**config.mk**
```make
export PLATFORM = sky130hd
export DESIGN_NAME = alu_issue
export DESIGN_NICKNAME = d
export VERILOG_FILES = /design/src/rtl/alu_issue.sv
export SDC_FILE = /design/constraint.sdc
export NUM_CORES = 1
export LEC_CHECK = 0
export BUFFER_PORTS_ARGS = -buffer_cell sky130_fd_sc_hd__buf_4
export CELL_PAD_IN_SITES_DETAIL_PLACEMENT = 0
export CELL_PAD_IN_SITES_GLOBAL_PLACEMENT = 2
export CORE_MARGIN = 8
export CORE_UTILIZATION = 31
export DETAILED_ROUTE_END_ITERATION = 12
export PLACE_DENSITY_LB_ADDON = 0.2
export REMOVE_ABC_BUFFERS = 1
export SLEW_MARGIN = 20
export SYNTH_ARGS = -nofsm -noshare
export SYNTH_HDL_FRONTEND = slang
export SYNTH_SLANG_ARGS = --single-unit
export TNS_END_PERCENT = 100
```
**constraint.sdc**
```tcl
create_clock -name clk -period 2.3 [get_ports clk]
set_clock_uncertainty 0.2 [all_clocks]
set_input_delay 0.345 -clock clk [delete_from_list [all_inputs] [get_ports clk]]
set_output_delay 0.345 -clock clk [all_outputs]
set_load 0.01 [all_outputs]
```
**src/rtl/alu_issue.sv**
```systemverilog
// alu_issue: RV32I ALU decode stage with a 2-entry skid buffer between fetch and EX.
// Payload is {illegal, wen, rd, fn, src2, src1}; illegal ops issue with an all-zero payload.
module alu_issue #(
  parameter int XLEN = 32,
  parameter bit SKID = 1
) (
  input  logic            clk,
  input  logic            rst_n,
  input  logic            in_valid,
  output logic            in_ready,
  input  logic [31:0]     in_inst,
  input  logic [XLEN-1:0] in_pc,
  output logic [4:0]      rs1_addr,
  output logic [4:0]      rs2_addr,
  input  logic [XLEN-1:0] rs1_data,
  input  logic [XLEN-1:0] rs2_data,
  output logic            ex_valid,
  input  logic            ex_ready,
  output logic [XLEN-1:0] ex_src1,
  output logic [XLEN-1:0] ex_src2,
  output logic [5:0]      ex_fn,
  output logic [4:0]      ex_rd,
  output logic            ex_wen,
  output logic            ex_illegal
);
  localparam int PW = 2*XLEN+13;
  localparam logic [1:0] EMPTY = 2'd0, ONE = 2'd1, TWO = 2'd2;
  logic [1:0]      r_state, w_next;
  logic [PW-1:0]   r_out, r_skid, w_dec;
  logic [6:0]      w_opc, w_f7;
  logic [2:0]      w_f3;
  logic [5:0]      w_alu_fn, w_fn;
  logic [XLEN-1:0] w_src1, w_src2;
  logic w_is_op, w_is_imm, w_is_lui, w_is_aui, w_shift, w_f7_ok, w_legal;
  logic w_acc, w_fire, w_out_dec, w_out_skid, w_skid_ld;
  assign rs1_addr = in_inst[19:15];
  assign rs2_addr = in_inst[24:20];
  assign w_opc    = in_inst[6:0];
  assign w_f3     = in_inst[14:12];
  assign w_f7     = in_inst[31:25];
  assign w_is_op  = w_opc == 7'h33;
  assign w_is_imm = w_opc == 7'h13;
  assign w_is_lui = w_opc == 7'h37;
  assign w_is_aui = w_opc == 7'h17;
  assign w_shift  = w_f3[1:0] == 2'b01;
  // funct7 is only meaningful for register ops and immediate shifts
  assign w_f7_ok  = (w_f7 == 7'h00) | (w_f7 == 7'h20 & (w_f3 == 3'd0 | w_f3 == 3'd5));
  assign w_legal  = (w_is_op | w_is_imm | w_is_lui | w_is_aui) & (~(w_is_op | w_is_imm & w_shift) | w_f7_ok);
  always_comb begin
    w_alu_fn = 6'h00;
    case (w_f3)
      3'd0: w_alu_fn = {5'b01000, w_is_op & w_f7[5]};
      3'd1: w_alu_fn = 6'h30;
      3'd2: w_alu_fn = 6'h05;
      3'd3: w_alu_fn = 6'h07;
      3'd4: w_alu_fn = 6'h26;
      3'd5: w_alu_fn = {4'b1100, w_f7[5], 1'b1};
      3'd6: w_alu_fn = 6'h2E;
      3'd7: w_alu_fn = 6'h28;
    endcase
  end
  assign w_fn   = (w_is_lui | w_is_aui) ? 6'h10 : w_alu_fn;
  assign w_src1 = w_is_lui ? '0 : w_is_aui ? in_pc : rs1_data;
  assign w_src2 = w_is_op  ? rs2_data
                : w_is_imm ? (w_shift ? {{(XLEN-5){1'b0}}, in_inst[24:20]} : {{(XLEN-12){in_inst[31]}}, in_inst[31:20]})
                : {in_inst[31:12], 12'b0};
  assign w_dec  = w_legal ? {1'b0, in_inst[11:7] != 5'd0, in_inst[11:7], w_fn, w_src2, w_src1}
                          : {1'b1, {(PW-1){1'b0}}};
  assign w_acc  = in_valid & in_ready;
  assign w_fire = ex_valid & ex_ready;
  always_ff @(posedge clk or negedge rst_n) begin
    if (!rst_n) r_state <= EMPTY;
    else        r_state <= w_next;
  end
  always_comb begin
    w_next = (r_state == EMPTY) ? (w_acc ? ONE : EMPTY)
           : (r_state == ONE)   ? ((w_acc & ~w_fire) ? TWO : (w_fire & ~w_acc) ? EMPTY : ONE)
           : (w_fire ? ONE : TWO);
  end
  always_comb begin
    ex_valid = r_state != EMPTY;
    in_ready = SKID ? (r_state != TWO) : (r_state == EMPTY | ex_ready);
  end
  // FIFO order: a new op lands in the out reg only if it is empty or draining this cycle
  assign w_out_dec  = w_acc & (r_state == EMPTY | w_fire);
  assign w_out_skid = (r_state == TWO) & w_fire;
  assign w_skid_ld  = w_acc & (r_state == ONE) & ~w_fire;
  always_ff @(posedge clk or negedge rst_n) begin
    if (!rst_n) begin
      r_out  <= '0;
      r_skid <= '0;
    end else begin
      if (w_out_dec | w_out_skid) r_out <= w_out_skid ? r_skid : w_dec;
      if (w_skid_ld) r_skid <= w_dec;
    end
  end
  assign {ex_illegal, ex_wen, ex_rd, ex_fn, ex_src2, ex_src1} = r_out;
endmodule

```
# ---- Yosys cells after proc, flatten, opt, wreduce, memory -nomap -nowiden
# Index checks and enable logic that the tools add are counted.
dict set report op_classes {
  n_reduce_logical 5
  muxes 15
  eq_ne 16
  n_bitwise 25
}
# operator count
set op_table {}
lappend op_table {{32-bit 2-to-1 mux} 5}
lappend op_table {{77-bit 2-to-1 mux} 2}
lappend op_table {{6-bit case mux with 8 select lines} 1}
lappend op_table {{7-bit by 6-bit equality test with 1-bit output (second input constant)} 3}
lappend op_table {{7-bit by 5-bit equality test with 1-bit output (second input constant)} 2}
lappend op_table {{1-bit bitwise AND} 12}
lappend op_table {{3-bit equality test (second input constant)} 4}
lappend op_table {{1-bit bitwise OR} 10}
lappend op_table {{2-bit 2-to-1 mux} 4}
lappend op_table {{7-bit zero test} 1}
lappend op_table {{3-bit by 2-bit equality test with 1-bit output (second input constant)} 2}
lappend op_table {{6-bit 2-to-1 mux} 1}
lappend op_table {{5-bit nonzero test} 1}
lappend op_table {{2-bit by 1-bit equality test with 1-bit output (second input constant)} 2}
lappend op_table {{3-bit by 1-bit equality test with 1-bit output (second input constant)} 1}
lappend op_table {{3-bit zero test} 1}
lappend op_table {{1-bit inverter} 3}
lappend op_table {{2-bit equality test (second input constant)} 1}
lappend op_table {{2-bit zero test} 1}
lappend op_table {{1-bit 2-to-1 mux} 2}
lappend op_table {{2-bit inequality test (second input constant)} 1}
lappend op_table {{2-bit nonzero test} 1}
dict set report totals {
  word_cells 64
  reg_bits 156
  inputBits 132
  out_inout_bits 89
}

# ---- Depth between registers and ports, before layout
dict set report logic_depth {
  word_depth 8
  depth_mapped 9
  depth_no_buf 5
}

# ---- Least setup slack after synthesis
# OpenSTA, ideal clock, no wires.
dict set report synth_path {
  path_kind {input to register}
  from {in in_inst[13]}
  to {reg r_skid[68]}
  arrival_ns 1.691
  n_path_buf 3
  required_time_ns 1.971
  path_stages 8
  path_slack_ns 0.280
  cell_sequence {buf_2 -> nand2b_1 -> a221o_1 -> and3_1 -> buf_2 -> buf_6 -> o311ai_0 -> nand2_1}
}
dict set report synth_via {
  elab_chain_len 7
  word_cells_on_any_way 20
  classes_between {eq/ne: 8; mux: 3; bitwise: 8; reduce/logical: 1}
}
# element line_no
set synth_lines {}
lappend synth_lines {{start, declared} 11} ;# input logic [31:0] in_inst,
lappend synth_lines {{3-bit equality test (tied with other cells)} {47, 51}}
lappend synth_lines {{1-bit bitwise OR or 1-bit bitwise AND (tied branches)} {47, 48}}
lappend synth_lines {{1-bit bitwise AND or 1-bit bitwise OR (tied branches)} {47, 48}}
lappend synth_lines {{1-bit bitwise OR or 1-bit inverter (tied branches)} {47, 48}}
lappend synth_lines {{1-bit bitwise OR} 48} ;# assign w_legal = (w_is_op | w_is_imm | w_is_lui | w_is_aui) & (~(w_is_op | w_is_imm & w_shift) | w_f7_ok);
lappend synth_lines {{1-bit bitwise AND} 48}
lappend synth_lines {{77-bit 2-to-1 mux *} 67} ;# assign w_dec = w_legal ? {1'b0, in_inst[11:7] != 5'd0, in_inst[11:7], w_fn, w_src2, w_src1}
lappend synth_lines {{end signal, assigned} 94} ;# if (w_skid_ld) r_skid <= w_dec;
lappend synth_lines {{end, declared} 29} ;# logic [PW-1:0] r_out, r_skid, w_dec;
# Mark *: on every way between the ends. The rest lies on a longest branch, timed or not.
# A chain may end at the register's enable or synchronous reset.

# ---- Worst setup path after layout
dict set report layout_path {
  from {reg r_state[0]}
  to {reg r_skid[34]}
}
dict set report layout_via {
  elab_chain_len 4
  word_cells_on_any_way 8
  classes_between {eq/ne: 2; bitwise: 5; reduce/logical: 1}
}
# element line_no
set layout_lines {}
lappend layout_lines {{start, declared} 28} ;# logic [1:0] r_state, w_next;
lappend layout_lines {{start signal, assigned} 73} ;# else r_state <= w_next;
lappend layout_lines {{2-bit inequality test or 2-bit nonzero test (tied branches)} {82, 81}}
lappend layout_lines {{1-bit bitwise AND, on equally long branches} {69, 70}}
lappend layout_lines {{1-bit bitwise AND or 1-bit inverter (tied branches)} 87} ;# assign w_skid_ld = w_acc & (r_state == ONE) & ~w_fire;
lappend layout_lines {{1-bit bitwise AND *} 87}
# Marks and branches as above.

==> results.json <==
{
  "antenna_left": 0,
  "ys_ff_latch": 156,
  "yosys-top-cells-count": "156 x dfrtp_1, 129 x o21ai_0, 92 x nand2_1",
  "synth_xor_area_share_pct": 0.119,
  "numCtsBuffers": 17,
  "fin_crit_ns": 2.07,
  "grt_pass1_vias": 6721,
  "reg2regPathDepth": 5,
  "die_w_microns": 170,
  "fillers": 2371,
  "ios": 221,
  "cp-end-kind": "flop",
  "final.setup.tns_ns": 0,
  "synthesis.area_sq_um": 7350,
  "seq_area_sq_um": 3900,
  "finalMaxSlewViolations": 0,
  "place_congestion": 0.762,
  "synth-compound-area-share_pct": 24.0,
  "synth_adder_area_share_pct": 0.170,
  "whs_ns": 0.0201,
  "critical_path.cell_chain": "nor2b_1 > nand3_4 > or3_1 > buf_4 > o21ai_0",
  "startpoint": "r_state[0]",
  "clock.fmax_mhz": 483,
  "multiInputGateArea_sq_um": 3090,
  "worst_r2r_endpoint": "r_skid[34]",
  "async_flop_share_pct": 100,
  "synth_top_area_share_pct": 53.1,
  "overflow": 0,
  "cp_slowest_cell": "dfrtp_1",
  "crit_fanout": 13,
  "finalSetupViolations": 0,
  "arrival_ns": 2.21,
  "start_util_pct": 31.4,
  "hp-class": "in -> reg",
  "portBuffers": 220,
  "crit_type": "reg -> reg",
  "cts.sinks": 156,
  "die_area_sq_um": 28900,
  "power-per-cell-area_nw_per_um2": 812,
  "synthSimpleGateAreaFrac_pct": 14.3,
  "switchingPower_w": 0.00264,
  "slew_headroom_pct": 69.2,
  "critPathMaxStageDelay_ns": 0.46,
  "synthToLayoutAreaGrowth_pct": 40.0,
  "cts_htree_levels": 4,
  "timing.rr.start": "r_state[0]",
  "die_h_microns": 170,
  "peakVddDrop_mv": 0.320,
  "dp_cells": 1272,
  "synth_ff_type": "dfrtp_1",
  "max_cap_viol_count": 0,
  "rows": 56,
  "tightest_slew_ns": 0.463,
  "yosys_warnings": 0,
  "ys_top_cells_by_area": "dfrtp_1 53%, o21ai_0 8.8%, a22oi_1 5.3%",
  "ys_seq_area_share_pct": 53.1,
  "hold_violations": 0,
  "grt_util_all_layers_pct": 17.2,
  "drc": 0,
  "coreArea_sq_um": 23400,
  "yosysTopAreaCell": "dfrtp_1",
  "p_int_w": 0.00572,
  "p_clk_share_pct": 36.5,
  "r2r_slack_ns": 0.23,
  "endpoint": "r_skid[34]",
  "insertion_delay_ns": 0.42,
  "status": "finished clean",
  "grt_start_max_net_pins": 77,
  "switching_share_pct": 31.6,
  "root_buffer": "clkbuf_16",
  "dr_total_vias": 6531,
  "synth_most_common_cell": "dfrtp_1",
  "synthCells": 770,
  "synth_mux_area_share_pct": 3.00,
  "antenna_found_initial": 3,
  "power.share.combinational_pct": 25.1,
  "synth_top_family_by_area": "compound AO/OA/AOI/OAI gates",
  "stdcell_count": 1318,
  "vias_per_cell": 4.96,
  "avgSynthCellArea_sq_um": 9.54,
  "first_iter_violations": 435,
  "ys_types": 45,
  "synth_edf_count": 0,
  "dpl_cell_area_sq_um": 9540,
  "final.period_utilization_pct": 90.1,
  "drive_gt1_share_pct": 31.6,
  "design_area_sq_um": 10300,
  "grt_pass1_wl_microns": 38800,
  "wl_per_cell_microns": 18.9,
  "ctsResizeCount": 0,
  "tritoncts": "done",
  "worstPathRequired_ns": 2.44,
  "p_leak_nw": 4.73,
  "fin_nets": 1117,
  "cts_max_path_buffers": 2,
  "first_pass_iters": 4,
  "start_kind": "flop",
  "p_seq_share_pct": 38.3,
  "total_power_w": 0.00836,
  "rsz0062_at_grt": "no",
  "clkTransAtPathRegs_ns": 0.07,
  "dp_hpwl_microns": 17400,
  "drt_wl_total_microns": 24900
}
## cell families (layout without fill, tap and decap cells)
logic type,Yosys count,count (layout)
AO/OA/AOI/OAI,288,288
XOR/XNOR,1,1
adder cells (fa/ha/maj),1,1
buffers and inverters,81,308
flip-flops,156,156
multiplexers,22,22
other,0,2
AND/OR/NAND/NOR,221,221
## critical path: cells and delay by family (launching register included)
kind | cells | cell delay, ns
DFF | 1 | 0.46
buffers and inverters | 1 | 0.19
and+or+nand+nor | 3 | 0.97
AOI/OAI and AO/OA | 1 | 0.17
## state kept, by name (all words and copies together), names as in the netlist
register / flops
r_out: 77
r_state: 2
r_skid: 77
## power by group through the flow
stage	logic (W)	registers (W)	clock network (W)
global placement	0.00211	0.00325	0
finish	0.00210	0.00320	0.00305
detailed placement	0.00210	0.00326	0
floorplan	0.000746	0.00334	0
CTS	0.00213	0.00321	0.00314
global route	0.00231	0.00324	0.00323
## how the worst min path moves through the flow
| stage | start | end | cells after the start |
|---|---|---|---|
| finish | rs1_data[23] | r_out[23] | 3 |
| global route | rs2_data[6] | r_skid[38] | 3 |
| CTS | rs1_data[23] | r_out[23] | 3 |
| detailed placement | rst_n | r_out[54] | 1 |
| global placement | rst_n | r_out[54] | 1 |
| floorplan | rst_n | r_out[0] | 0 |
## final cells by class
type                       instances  share of cell area, %
antenna                            2                 0.0486
clock inverter                    14                   1.91
clock buffer                      18                   4.27
inverter                           5                  0.182
multi-input combinational        533                   30.1
sequential                       156                   37.9
timing repair buffer             271                   21.7
tap                              319                   3.88
## through the flow
| stage | worst slack (ns) | util (%) |
|---|---|---|
| floorplan | -1.60 | - |
| global placement | -0.0392 | 40.8 |
| detailed placement | -0.0196 | 40.8 |
| CTS | 0.0871 | 43.8 |
| global route | 0.118 | 44.0 |
| finish | 0.228 | 44.0 |
## metal layers
layer	vias to the layer above	routed length, microns	GRT usage (%)
met5	-	13	0
met1	3168	11200	22.0
met3	21	1460	4.84
met4	2	374	5.72
li1	3192	-	-
met2	148	11800	27.5
## cell usage in the layout (no fill, tap or decap), drive strengths merged, types with 2 or more instances in the layout
cell and count:
a21oi 53, a221o 2, inv 14, nand2 92
o221ai 19, dlygate4sd3 8, clkbuf 18, and3 8
or3 33, and2 19, dfrtp 156, nand3 16
o21a 3, buf 263, o311ai 2, nor4 2
diode 2, a22oi 52, nor2b 5, nor3 3
mux2i 22, o21ai 142, or2 2, nor2 35
bufinv 3, a22o 2, a21o 5, clkinv 2
nand2b 2
## timing repair
item                       4_1_cts  5_1_grt
hold buffers                     8        0
buffers inserted                 0        4
setup endpoints to repair        0        3
hold endpoints to repair        52        0
Power figures use the tool's default switching activity.
